$ cat src/rtl/tmr_seq_ctrl_if.sv
// Write-port bundle shared by the timer sequencer and its CPU requester:
// CPU request/ack handshake plus the timer register write strobes and data.
interface tmr_seq_ctrl_if #(
    parameter int DW = 16
);
    logic          cpu_wr_req;
    logic [1:0]    cpu_wr_sel;
    logic [DW-1:0] cpu_wdat;
    logic          cpu_wr_ack;
    logic          tmr_cnt_wr;
    logic          tmr_prd_wr;
    logic          tmr_con_wr;
    logic [DW-1:0] icb_wdat;

    modport slave (
        input  cpu_wr_req, cpu_wr_sel, cpu_wdat,
        output cpu_wr_ack, tmr_cnt_wr, tmr_prd_wr, tmr_con_wr, icb_wdat
    );

    modport master (
        output cpu_wr_req, cpu_wr_sel, cpu_wdat,
        input  cpu_wr_ack, tmr_cnt_wr, tmr_prd_wr, tmr_con_wr, icb_wdat
    );
endinterface

$ cat src/rtl/tmr_seq_ctrl.sv
// Timer programming sequencer: loads count/period/control, clears each interrupt,
// disables the timer after a limit or on stop, and arbitrates the write port with a CPU.
module tmr_seq_ctrl #(
    parameter int DW      = 16,
    parameter int ENA_BIT = 0,
    parameter int CLR_BIT = 10,
    parameter int ICW     = 8
) (
    input  logic           sys_clk,
    input  logic           sys_rst,
    input  logic           start,
    input  logic           stop,
    input  logic [DW-1:0]  cfg_cnt,
    input  logic [DW-1:0]  cfg_prd,
    input  logic [DW-1:0]  cfg_con,
    input  logic [ICW-1:0] irq_limit,
    input  logic           tmr_int,
    tmr_seq_ctrl_if.slave  bus,
    output logic           busy,
    output logic           done,
    output logic [ICW-1:0] irq_cnt
);

    typedef enum logic [3:0] {
        S_IDLE     = 4'd0,
        S_WR_CNT   = 4'd1,
        S_WR_PRD   = 4'd2,
        S_WR_CON   = 4'd3,
        S_WAIT_INT = 4'd4,
        S_CLR      = 4'd5,
        S_WAIT_LOW = 4'd6,
        S_STOP_WR  = 4'd7,
        S_DONE     = 4'd8
    } state_e;

    state_e         state_q, state_d;
    logic           stop_pend_q, stop_pend_d;
    logic [DW-1:0]  sh_cnt_q, sh_cnt_d;
    logic [DW-1:0]  sh_prd_q, sh_prd_d;
    logic [DW-1:0]  sh_con_q, sh_con_d;
    logic [ICW-1:0] sh_lim_q, sh_lim_d;
    logic [ICW-1:0] irq_cnt_q, irq_cnt_d;
    logic           cnt_wr_q, cnt_wr_d;
    logic           prd_wr_q, prd_wr_d;
    logic           con_wr_q, con_wr_d;
    logic [DW-1:0]  wdat_q, wdat_d;
    logic           ack_q, ack_d;
    logic           busy_q, busy_d;
    logic           done_q, done_d;
    logic           grant_s;
    logic           cpu_req_s;

    function automatic logic [DW-1:0] con_word(input logic [DW-1:0] base,
                                               input logic ena, input logic clr);
        logic [DW-1:0] w;
        w          = base;
        w[ENA_BIT] = ena;
        w[CLR_BIT] = clr;
        return w;
    endfunction

    // A request still high during its own ack cycle must not be granted twice.
    assign cpu_req_s = bus.cpu_wr_req & ~ack_q;

    // Next-state, shadow capture, grant decision and registered-output preparation.
    always_comb begin
        state_d     = state_q;
        stop_pend_d = stop_pend_q;
        sh_cnt_d    = sh_cnt_q;
        sh_prd_d    = sh_prd_q;
        sh_con_d    = sh_con_q;
        sh_lim_d    = sh_lim_q;
        irq_cnt_d   = irq_cnt_q;
        grant_s     = 1'b0;
        cnt_wr_d    = 1'b0;
        prd_wr_d    = 1'b0;
        con_wr_d    = 1'b0;
        wdat_d      = wdat_q;

        case (state_q)
            S_IDLE: begin
                if (start) begin
                    state_d     = S_WR_CNT;
                    stop_pend_d = 1'b0;
                    sh_cnt_d    = cfg_cnt;
                    sh_prd_d    = cfg_prd;
                    sh_con_d    = cfg_con;
                    sh_lim_d    = irq_limit;
                    irq_cnt_d   = '0;
                end else if (cpu_req_s) begin
                    grant_s = 1'b1;
                end else begin
                    state_d = S_IDLE;
                end
            end
            // A stop seen during a write lets the already-committed next write go out first.
            S_WR_CNT, S_WR_PRD, S_WR_CON, S_CLR: begin
                if (stop_pend_q) begin
                    state_d = S_STOP_WR;
                end else if (state_q == S_WR_CNT) begin
                    state_d = S_WR_PRD;
                end else if (state_q == S_WR_PRD) begin
                    state_d = S_WR_CON;
                end else if (state_q == S_WR_CON) begin
                    state_d = S_WAIT_INT;
                end else begin
                    state_d = S_WAIT_LOW;
                end
                if (stop) begin
                    stop_pend_d = 1'b1;
                end else begin
                    stop_pend_d = stop_pend_q;
                end
            end
            S_WAIT_INT: begin
                if (stop || stop_pend_q) begin
                    state_d = S_STOP_WR;
                end else if (tmr_int) begin
                    state_d = S_CLR;
                    if (irq_cnt_q != {ICW{1'b1}}) begin
                        irq_cnt_d = irq_cnt_q + ICW'(1);
                    end else begin
                        irq_cnt_d = irq_cnt_q;
                    end
                end else if (cpu_req_s) begin
                    grant_s = 1'b1;
                end else begin
                    state_d = S_WAIT_INT;
                end
            end
            // CPU is served before the limit check so it can never be starved here.
            S_WAIT_LOW: begin
                if (stop || stop_pend_q) begin
                    state_d = S_STOP_WR;
                end else if (cpu_req_s) begin
                    grant_s = 1'b1;
                end else if (!tmr_int) begin
                    if ((sh_lim_q != '0) && (irq_cnt_q == sh_lim_q)) begin
                        state_d = S_STOP_WR;
                    end else begin
                        state_d = S_WAIT_INT;
                    end
                end else begin
                    state_d = S_WAIT_LOW;
                end
            end
            S_STOP_WR: begin
                state_d     = S_DONE;
                stop_pend_d = 1'b0;
            end
            S_DONE: begin
                state_d = S_IDLE;
            end
            default: begin
                state_d = S_IDLE;
            end
        endcase

        case (state_d)
            S_WR_CNT: begin
                cnt_wr_d = 1'b1;
                wdat_d   = sh_cnt_d;
            end
            S_WR_PRD: begin
                prd_wr_d = 1'b1;
                wdat_d   = sh_prd_d;
            end
            S_WR_CON: begin
                con_wr_d = 1'b1;
                wdat_d   = con_word(sh_con_d, 1'b1, 1'b0);
            end
            S_CLR: begin
                con_wr_d = 1'b1;
                wdat_d   = con_word(sh_con_d, 1'b1, 1'b1);
            end
            S_STOP_WR: begin
                con_wr_d = 1'b1;
                wdat_d   = con_word(sh_con_d, 1'b0, 1'b1);
            end
            default: begin
                if (grant_s) begin
                    case (bus.cpu_wr_sel)
                        2'd0:    cnt_wr_d = 1'b1;
                        2'd1:    prd_wr_d = 1'b1;
                        2'd2:    con_wr_d = 1'b1;
                        default: cnt_wr_d = 1'b0;
                    endcase
                    if (bus.cpu_wr_sel != 2'd3) begin
                        wdat_d = bus.cpu_wdat;
                    end else begin
                        wdat_d = wdat_q;
                    end
                end else begin
                    wdat_d = wdat_q;
                end
            end
        endcase

        ack_d  = grant_s;
        busy_d = (state_d != S_IDLE);
        done_d = (state_d == S_DONE);
    end

    // State, shadow and output registers.
    always_ff @(posedge sys_clk or posedge sys_rst) begin
        if (sys_rst) begin
            state_q     <= S_IDLE;
            stop_pend_q <= 1'b0;
            sh_cnt_q    <= '0;
            sh_prd_q    <= '0;
            sh_con_q    <= '0;
            sh_lim_q    <= '0;
            irq_cnt_q   <= '0;
            cnt_wr_q    <= 1'b0;
            prd_wr_q    <= 1'b0;
            con_wr_q    <= 1'b0;
            wdat_q      <= '0;
            ack_q       <= 1'b0;
            busy_q      <= 1'b0;
            done_q      <= 1'b0;
        end else begin
            state_q     <= state_d;
            stop_pend_q <= stop_pend_d;
            sh_cnt_q    <= sh_cnt_d;
            sh_prd_q    <= sh_prd_d;
            sh_con_q    <= sh_con_d;
            sh_lim_q    <= sh_lim_d;
            irq_cnt_q   <= irq_cnt_d;
            cnt_wr_q    <= cnt_wr_d;
            prd_wr_q    <= prd_wr_d;
            con_wr_q    <= con_wr_d;
            wdat_q      <= wdat_d;
            ack_q       <= ack_d;
            busy_q      <= busy_d;
            done_q      <= done_d;
        end
    end

    assign bus.cpu_wr_ack = ack_q;
    assign bus.tmr_cnt_wr = cnt_wr_q;
    assign bus.tmr_prd_wr = prd_wr_q;
    assign bus.tmr_con_wr = con_wr_q;
    assign bus.icb_wdat   = wdat_q;
    assign busy           = busy_q;
    assign done           = done_q;
    assign irq_cnt        = irq_cnt_q;

endmodule

$ cat src/flat_wrapper.sv
// flat-port wrapper written by rule: the top's interface ports become plain ports
module tmr_seq_ctrl_flat 
#(
    parameter int DW      = 16,
    parameter int ENA_BIT = 0,
    parameter int CLR_BIT = 10,
    parameter int ICW     = 8
)
  (sys_clk, sys_rst, start, stop, cfg_cnt, cfg_prd, cfg_con, irq_limit, tmr_int, busy, done, irq_cnt, bus_cpu_wr_req, bus_cpu_wr_sel, bus_cpu_wdat, bus_cpu_wr_ack, bus_tmr_cnt_wr, bus_tmr_prd_wr, bus_tmr_con_wr, bus_icb_wdat);
  tmr_seq_ctrl_if #(.DW(DW)) bus_i ();
  input  logic sys_clk;
  input  logic sys_rst;
  input  logic start;
  input  logic stop;
  input  logic [DW-1:0] cfg_cnt;
  input  logic [DW-1:0] cfg_prd;
  input  logic [DW-1:0] cfg_con;
  input  logic [ICW-1:0] irq_limit;
  input  logic tmr_int;
  output logic busy;
  output logic done;
  output logic [ICW-1:0] irq_cnt;
  input wire logic [$bits(bus_i.cpu_wr_req)-1:0] bus_cpu_wr_req;
  input wire logic [$bits(bus_i.cpu_wr_sel)-1:0] bus_cpu_wr_sel;
  input wire logic [$bits(bus_i.cpu_wdat)-1:0] bus_cpu_wdat;
  output wire logic [$bits(bus_i.cpu_wr_ack)-1:0] bus_cpu_wr_ack;
  output wire logic [$bits(bus_i.tmr_cnt_wr)-1:0] bus_tmr_cnt_wr;
  output wire logic [$bits(bus_i.tmr_prd_wr)-1:0] bus_tmr_prd_wr;
  output wire logic [$bits(bus_i.tmr_con_wr)-1:0] bus_tmr_con_wr;
  output wire logic [$bits(bus_i.icb_wdat)-1:0] bus_icb_wdat;
  assign bus_i.cpu_wr_req = bus_cpu_wr_req;
  assign bus_i.cpu_wr_sel = bus_cpu_wr_sel;
  assign bus_i.cpu_wdat = bus_cpu_wdat;
  assign bus_cpu_wr_ack = bus_i.cpu_wr_ack;
  assign bus_tmr_cnt_wr = bus_i.tmr_cnt_wr;
  assign bus_tmr_prd_wr = bus_i.tmr_prd_wr;
  assign bus_tmr_con_wr = bus_i.tmr_con_wr;
  assign bus_icb_wdat = bus_i.icb_wdat;
  tmr_seq_ctrl #(.DW(DW), .ENA_BIT(ENA_BIT), .CLR_BIT(CLR_BIT), .ICW(ICW)) u_core (.sys_clk(sys_clk), .sys_rst(sys_rst), .start(start), .stop(stop), .cfg_cnt(cfg_cnt), .cfg_prd(cfg_prd), .cfg_con(cfg_con), .irq_limit(irq_limit), .tmr_int(tmr_int), .bus(bus_i), .busy(busy), .done(done), .irq_cnt(irq_cnt));
endmodule
$ cat config.mk
export PLATFORM = sky130hd
export DESIGN_NAME = tmr_seq_ctrl_flat
export DESIGN_NICKNAME = d
export VERILOG_FILES = /design/src/rtl/tmr_seq_ctrl_if.sv /design/src/rtl/tmr_seq_ctrl.sv /design/src/flat_wrapper.sv
export SDC_FILE = /design/constraint.sdc
export NUM_CORES = 1
export LEC_CHECK = 0
export ABC_CLOCK_PERIOD_IN_PS = 3500
export BUFFER_PORTS_ARGS = -buffer_cell sky130_fd_sc_hd__buf_4
export CORE_MARGIN = 4
export CORE_UTILIZATION = 56
export DETAILED_ROUTE_END_ITERATION = 10
export PLACE_DENSITY = 0.94
export SYNTH_ARGS = -nofsm -noshare
export SYNTH_HDL_FRONTEND = slang
export SYNTH_SLANG_ARGS = --single-unit
$ cat constraint.sdc
create_clock -name sys_clk -period 3.5 [get_ports sys_clk]
set_input_delay 0.7 -clock sys_clk [delete_from_list [all_inputs] [get_ports sys_clk]]
set_output_delay 0.7 -clock sys_clk [all_outputs]
set_load 0.05 [all_outputs]
==> results of run 1 <==
## sequential cells by signal (all words and copies together), names as in the netlist
register / cells
u_core.bus.cpu_wr_ack: 1
u_core.bus.icb_wdat: 16
u_core.bus.tmr_cnt_wr: 1
u_core.bus.tmr_con_wr: 1
u_core.bus.tmr_prd_wr: 1
u_core.busy: 1
u_core.done: 1
u_core.irq_cnt: 8
u_core.sh_con_q: 14
u_core.sh_lim_q: 8
u_core.sh_prd_q: 16
u_core.state_q: 4
u_core.stop_pend_q: 1
## report_power, final
group / internal (µW) / switching, µW
sequential: 1230 / 271
combinational: 1170 / 2050
clock: 388 / 302
## per-layer routing
metal | track usage | vias to the layer above
li1 | - | 1668
met1 | 0.3068 | 1749
met2 | 0.4467 | 144
met3 | 0.06235 | 17
met4 | 0.08911 | 0
met5 | 0 | -
## logic make-up (layout without fill, tap and decap cells)
| kind of cell | Yosys count | after routing |
|---|---|---|
| AND/OR/NAND/NOR | 219 | 219 |
| flip-flops | 73 | 73 |
| AO/OA/AOI/OAI | 63 | 63 |
| buffers and inverters | 43 | 146 |
| XOR/XNOR | 14 | 14 |
| multiplexers | 12 | 12 |
| adder cells (fa/ha/maj) | 2 | 2 |
## worst min path at each step
stage | end | startpoint
detailed placement | u_core.sh_con_q[6] | u_core.sh_con_q[6]
global placement | u_core.sh_con_q[7] | u_core.sh_con_q[7]
floorplan | u_core.sh_con_q[1] | u_core.sh_con_q[1]
global route | u_core.sh_prd_q[10] | u_core.sh_prd_q[10]
finish | u_core.sh_prd_q[14] | u_core.sh_prd_q[14]
CTS | u_core.sh_con_q[6] | u_core.sh_con_q[6]
## Yosys cell counts (7+ instances only)
library cell	number
buf_4	7
a211oi_1	8
inv_1	10
mux2_2	8
xor2_1	11
nor3_1	7
nor2_1	13
buf_2	12
nand2_1	152
dfrtp_1	73
nand4_1	20
## cell type report
class,instances,share of cell area
multi-input combinational,310,0.3776
sequential,73,0.3680
timing repair buffer,119,0.1800
clock buffer,14,0.03479
tap,96,0.02420
inverter,11,0.008319
clock inverter,2,0.007058
## worst max-delay path, stage by stage, from the launching register on
cell and delay [ns]:
dfrtp_1 0.52, nor3_2 0.30, a21oi_1 0.17, a2111oi_4 0.34, buf_4 0.36, mux2_2 0.38, a211oi_1 0.26, a41oi_2 0.05
## stage by stage
| step | instance area, µm² | hold WS, ns | util | power, µW | instances |
|---|---|---|---|---|---|
| 3_3_place_gp | 4756 | 0.4535 | 0.7000 | 4555 | 609 |
| 3_5_place_dp | 4756 | 0.4598 | 0.7000 | 4699 | 609 |
| 2_1_floorplan | 3935 | 0.4406 | - | 4026 | 426 |
| 5_1_grt | 4964 | 0.4928 | 0.7306 | 5770 | 625 |
| 6_report | 4964 | 0.4775 | 0.7306 | 5408 | 625 |
| 4_1_cts | 4964 | 0.4774 | 0.7306 | 5398 | 625 |
==> results.yml, run 1 <==
layout:
  antenna_cells: 0
  layout_commonest_cell: "nand2_1"
  sequential_cell_area_um2: 1827
  num-fill-cells: 491
  most-common-layout-cells: "nand2_1 (152), buf_4 (119), dfrtp_1 (73)"
  multi_input_area_um2: 1874
  drive_above_1_share: 0.3176
  fin_nets: 605
  area.growth.synth_to_final_pct: 26.14
setup_path:
  r2r_setup_slack_ns: 0.96
  r2r-end: "u_core.bus.icb_wdat[1]"
  end_kind: "flip-flop"
  start_kind: "flip-flop"
  path_max_fanout: 22
  r2r_start: "u_core.state_q[0]"
  endpoint: "u_core.bus.icb_wdat[1]"
  critPathArrivalTime_ns: 2.75
  reg2reg_depth: 7
  cp.required_ns: 3.71
  worstSetupPathType: "reg -> reg"
  crit_start: "u_core.state_q[0]"
clocking:
  root_buffer: "clkbuf_8"
  cts_tree: "yes"
  cts_buffers: 9
  holdBufCountCts: 0
  cts_sinks: 73
  cts_setup_buffers: 0
  cts_buffer_depth: 2
  clkLatencyLatePin_ns: 0.35
  htree_levels: 3
  clk_pin_slew_ns: 0.07
  post_cts_resized: 0
floorplan:
  io_pins: 110
  die-height_um: 91.83
  die_area_um2: 8432
  initial_core_util: 0.5792
  die_x_um: 91.83
  rows: 30
  coreArea_um2: 6794
timing:
  fin_ws_ns: 0.9566
  rsz0062_at_grt: "no"
  max_freq_ghz: 0.3932
  worst_pin_slew_ns: 0.7694
  slew_headroom: 0.4863
  setup_viol: 0
  finClkSkew_ns: 0.01104
  hold_viol: 0
  slew_viol_final: 0
  fin_crit_sh: 0.7267
  setup_tns_ns: 0
  period_minus_slack_ns: 2.543
synthesis:
  synth_area_leaders: "dfrtp_1 (46%), nand2_1 (14%), nand4_1 (3.2%)"
  synth_xor_area_frac: 0.03116
  syn_nets: 507
  synth_adder_area_share: 0.006041
  yosys.area_share.simple: 0.2461
  syn_inst: 426
  yosysTopAreaCellShare: 0.4642
  synth_top_family_by_area: "simple AND/OR/NAND/NOR gates"
  synth_cell_type_count: 56
  synth-async-reset-ratio: 1.000
  syn_area_per_cell_um2: 9.237
  synth_top_flop_cell: "dfrtp_1"
  synth_compound_area_frac: 0.1555
  syn_area_um2: 3935
  ys_ff_latch: 73
  yosysTopAreaCell: "dfrtp_1"
  ys_seq_area_frac: 0.4642
  yosysWarnings: 0
  muxShareOfSynthArea: 0.03402
  synth_edf_count: 0
drt:
  ant_nets: 0
  vias_per_cell: 5.725
  dr.pass1.iters: 4
  wl_met2_mm: 5.487
  dr_wl_met3_um: 715
  vias: 3578
  wl_per_cell_um: 16.56
  highest_layer: "met4"
  drt-met1-wl_mm: 3.981
  drc: 0
  wirelength_mm: 10.35
  drt_iter0_drc: 238
status:
  status: "finished clean"
grt:
  track_usage: 0.2555
  grt_max_degree: 37
  grt_pass1_wl_mm: 17.07
  antenna_found_initial: 0
  first_global_vias: 3641
  grt-ovfl-total: 0
place:
  portBuffers: 107
  gp_congestion: 0.8593
  dp_slack_ns: 0.6922
  dp_hpwl_mm: 7.380
flow_run:
  drv_cap: 0
pwr:
  irDropWorstVdd_v: 0.0007847
  p_leak_uw: 0.002401
  power.density_nw_per_um2: 1090
hold_path:
  whs_path_depth: 2
  hp-class: "reg -> reg"
Note: power is estimated with default switching activity, not from simulation.
==> run 2, diff against run 1 <==
ABC_CLOCK_PERIOD_IN_PS = 2100   (was 3500)
CORE_UTILIZATION = 47   (was 56)
PLACE_DENSITY = 0.85   (was 0.94)
clock period = 2.1 ns   (was 3.5 ns; I/O delays follow)
==> run 2 against run 1 <==
Net effect:
- the flow now finishes with violations (negative setup slack)
- first-iteration DRC count is 9.2% higher
- sequential share of layout area is 5.9 points lower
- clock skew fell by 0.0011 ns
- via count grew 10%
- cell count is 12% higher
- highest routed layer unchanged
==> results.yml, run 2 (synthesis results as in run 1) <==
floorplan:
  die_area_um2: 9900
  die_x_um: 99.50
  coreArea_um2: 8175
  rows: 33
  io_pins: 110
  die-height_um: 99.50
  initial_core_util: 0.4813
timing:
  setup_viol: 16
  hold_viol: 0
  fin_crit_sh: 1.068
  slew_viol_final: 0
  rsz0062_at_grt: "yes"
  fin_ws_ns: -0.1426
  hold_ws_ns: 0.2505
  worst_pin_slew_ns: 0.3738
  slew_headroom: 0.7482
  max_freq_ghz: 0.4459
  period_minus_slack_ns: 2.243
  finClkSkew_ns: 0.009948
hold_path:
  hp-class: "in -> reg"
grt:
  grt_pass1_wl_mm: 18.64
  antenna_found_initial: 0
  grt-ovfl-total: 0
  grt_max_degree: 40
  track_usage: 0.2350
  first_global_vias: 3824
pwr:
  p_comb_frac: 0.703
  p_total_uw: 11690
  power_switching_uw: 5466
  irDropWorstVdd_v: 0.001112
  netSwitchingFraction: 0.4675
  seqPwrFrac: 0.209
  power.density_nw_per_um2: 1972
  p_leak_uw: 0.002818
  p_int_uw: 6225
  power_frac_clock: 0.088
layout:
  layout.cells.non_filler: 697
  antenna_cells: 0
  most-common-layout-cells: "buf_4 (161), nand2_1 (148), dfrtp_1 (68)"
  num-fill-cells: 578
  fin_nets: 668
  layout_commonest_cell: "buf_4"
  drive_above_1_share: 0.4544
  area.growth.synth_to_final_pct: 50.62
place:
  dp_cells: 658
  portBuffers: 107
  gp_congestion: 0.9008
  dp_hpwl_mm: 8.072
clocking:
  cts_tree: "yes"
  clkLatencyLatePin_ns: 0.36
  cts_sinks: 73
  htree_levels: 3
  cts_buffers: 9
  clk_pin_slew_ns: 0.09
  root_buffer: "clkbuf_8"
  cts_buffer_depth: 2
flow_run:
  drv_cap: 0
setup_path:
  worstSetupPathType: "reg -> reg"
  path_max_fanout: 6
  cp.required_ns: 2.33
  end_kind: "flip-flop"
  critPathArrivalTime_ns: 2.48
  start_kind: "flip-flop"
drt:
  dr.pass1.iters: 5
  drc: 0
  vias_per_cell: 5.656
  ant_nets: 0
  drt_iter0_drc: 260
  vias: 3942
  wirelength_mm: 12.62
  wl_per_cell_um: 18.10
status:
  status: "finished, violations left"
  violations: "negative setup slack"
-- run 2: changes by cell type in the layout (fill, tap and decap cells not counted), moves of 4 or more --
cell       change
buf_12        +10
a211oi_2       +7
a2111oi_2      -5
a211oi_1       -8
mux2_2         -5
dfrtp_2        +5
a21oi_4        +4
a2111oi_4      +5
buf_4         +42
mux2_4         +8
buf_6          +8
nand2_1        -4
dfrtp_1        -5
-- run 2: what timing repair did --
item	CTS	global route
gates cloned	1	1
pin swaps	7	20
buffers inserted	10	11
endpoints found under the setup margin	12	17
endpoints found under the hold margin	9	0
gates resized for setup	25	49
hold buffers	1	0
-- run 2: power groups by stage --
stage,Sequential [µW],Combinational [µW],Clock [µW]
2_1_floorplan,3080,3640,0
3_3_place_gp,2400,6200,0
3_5_place_dp,2420,6420,0
4_1_cts,2410,6820,1040
5_1_grt,2490,8680,1100
6_report,2440,8220,1030
-- run 2: worst paths after layout --
kind,from,to,slack [ns],depth (start not counted)
worst min-delay path,irq_limit[4],u_core.sh_lim_q[4],0.25,3
min in group asynchronous,sys_rst,u_core.sh_con_q[11],0.55,3
max in group asynchronous,sys_rst,u_core.irq_cnt[0],0.93,4
worst min register to register,u_core.sh_prd_q[5],u_core.sh_prd_q[5],0.48,2
worst max-delay path,u_core.state_q[1],u_core.bus.icb_wdat[11],-0.14,9
worst max register to register,u_core.state_q[1],u_core.bus.icb_wdat[11],-0.14,9
-- run 2: critical path, cell delays in order (launching register included) --
cell	delay [ns]
dfrtp_2	0.42
buf_6	0.12
nor3_4	0.19
a21oi_2	0.11
a2111oi_4	0.35
buf_6	0.17
buf_12	0.13
mux2_4	0.31
a211oi_4	0.25
a41oi_2	0.06
-- run 2: layer usage --
| layer | share of wire | vias up | track usage |
|---|---|---|---|
| met2 | 0.52 | 196 | 0.3848 |
| met4 | 0.020 | 0 | 0.1071 |
| met3 | 0.069 | 27 | 0.03857 |
| met1 | 0.39 | 1925 | 0.3060 |
| li1 | - | 1794 | - |
| met5 | 0 | - | 0 |
-- run 2: through the flow --
step | TNS (ns) | util | setup WS, ns | instance area (µm²)
6_report | -1.216 | 0.7250 | -0.1426 | 5927
5_1_grt | -2.333 | 0.7250 | -0.1995 | 5927
4_1_cts | -0.006469 | 0.6798 | -0.005423 | 5558
3_5_place_dp | -1.975 | 0.6328 | -0.2109 | 5174
3_3_place_gp | -1.283 | 0.6328 | -0.1442 | 5174
2_1_floorplan | 0 | - | 0.002717 | 3941
-- run 2: final cells by class --
class | instances | area (µm²) | share of cell area
clock buffers | 10 | 137.6 | 0.02322
clock inverters | 6 | 42.54 | 0.007178
inverters | 11 | 45.04 | 0.007600
multi-input cells | 310 | 2188 | 0.3692
flip-flops and latches | 73 | 1833 | 0.3093
well taps | 105 | 131.4 | 0.02217
repair buffers | 182 | 1549 | 0.2613
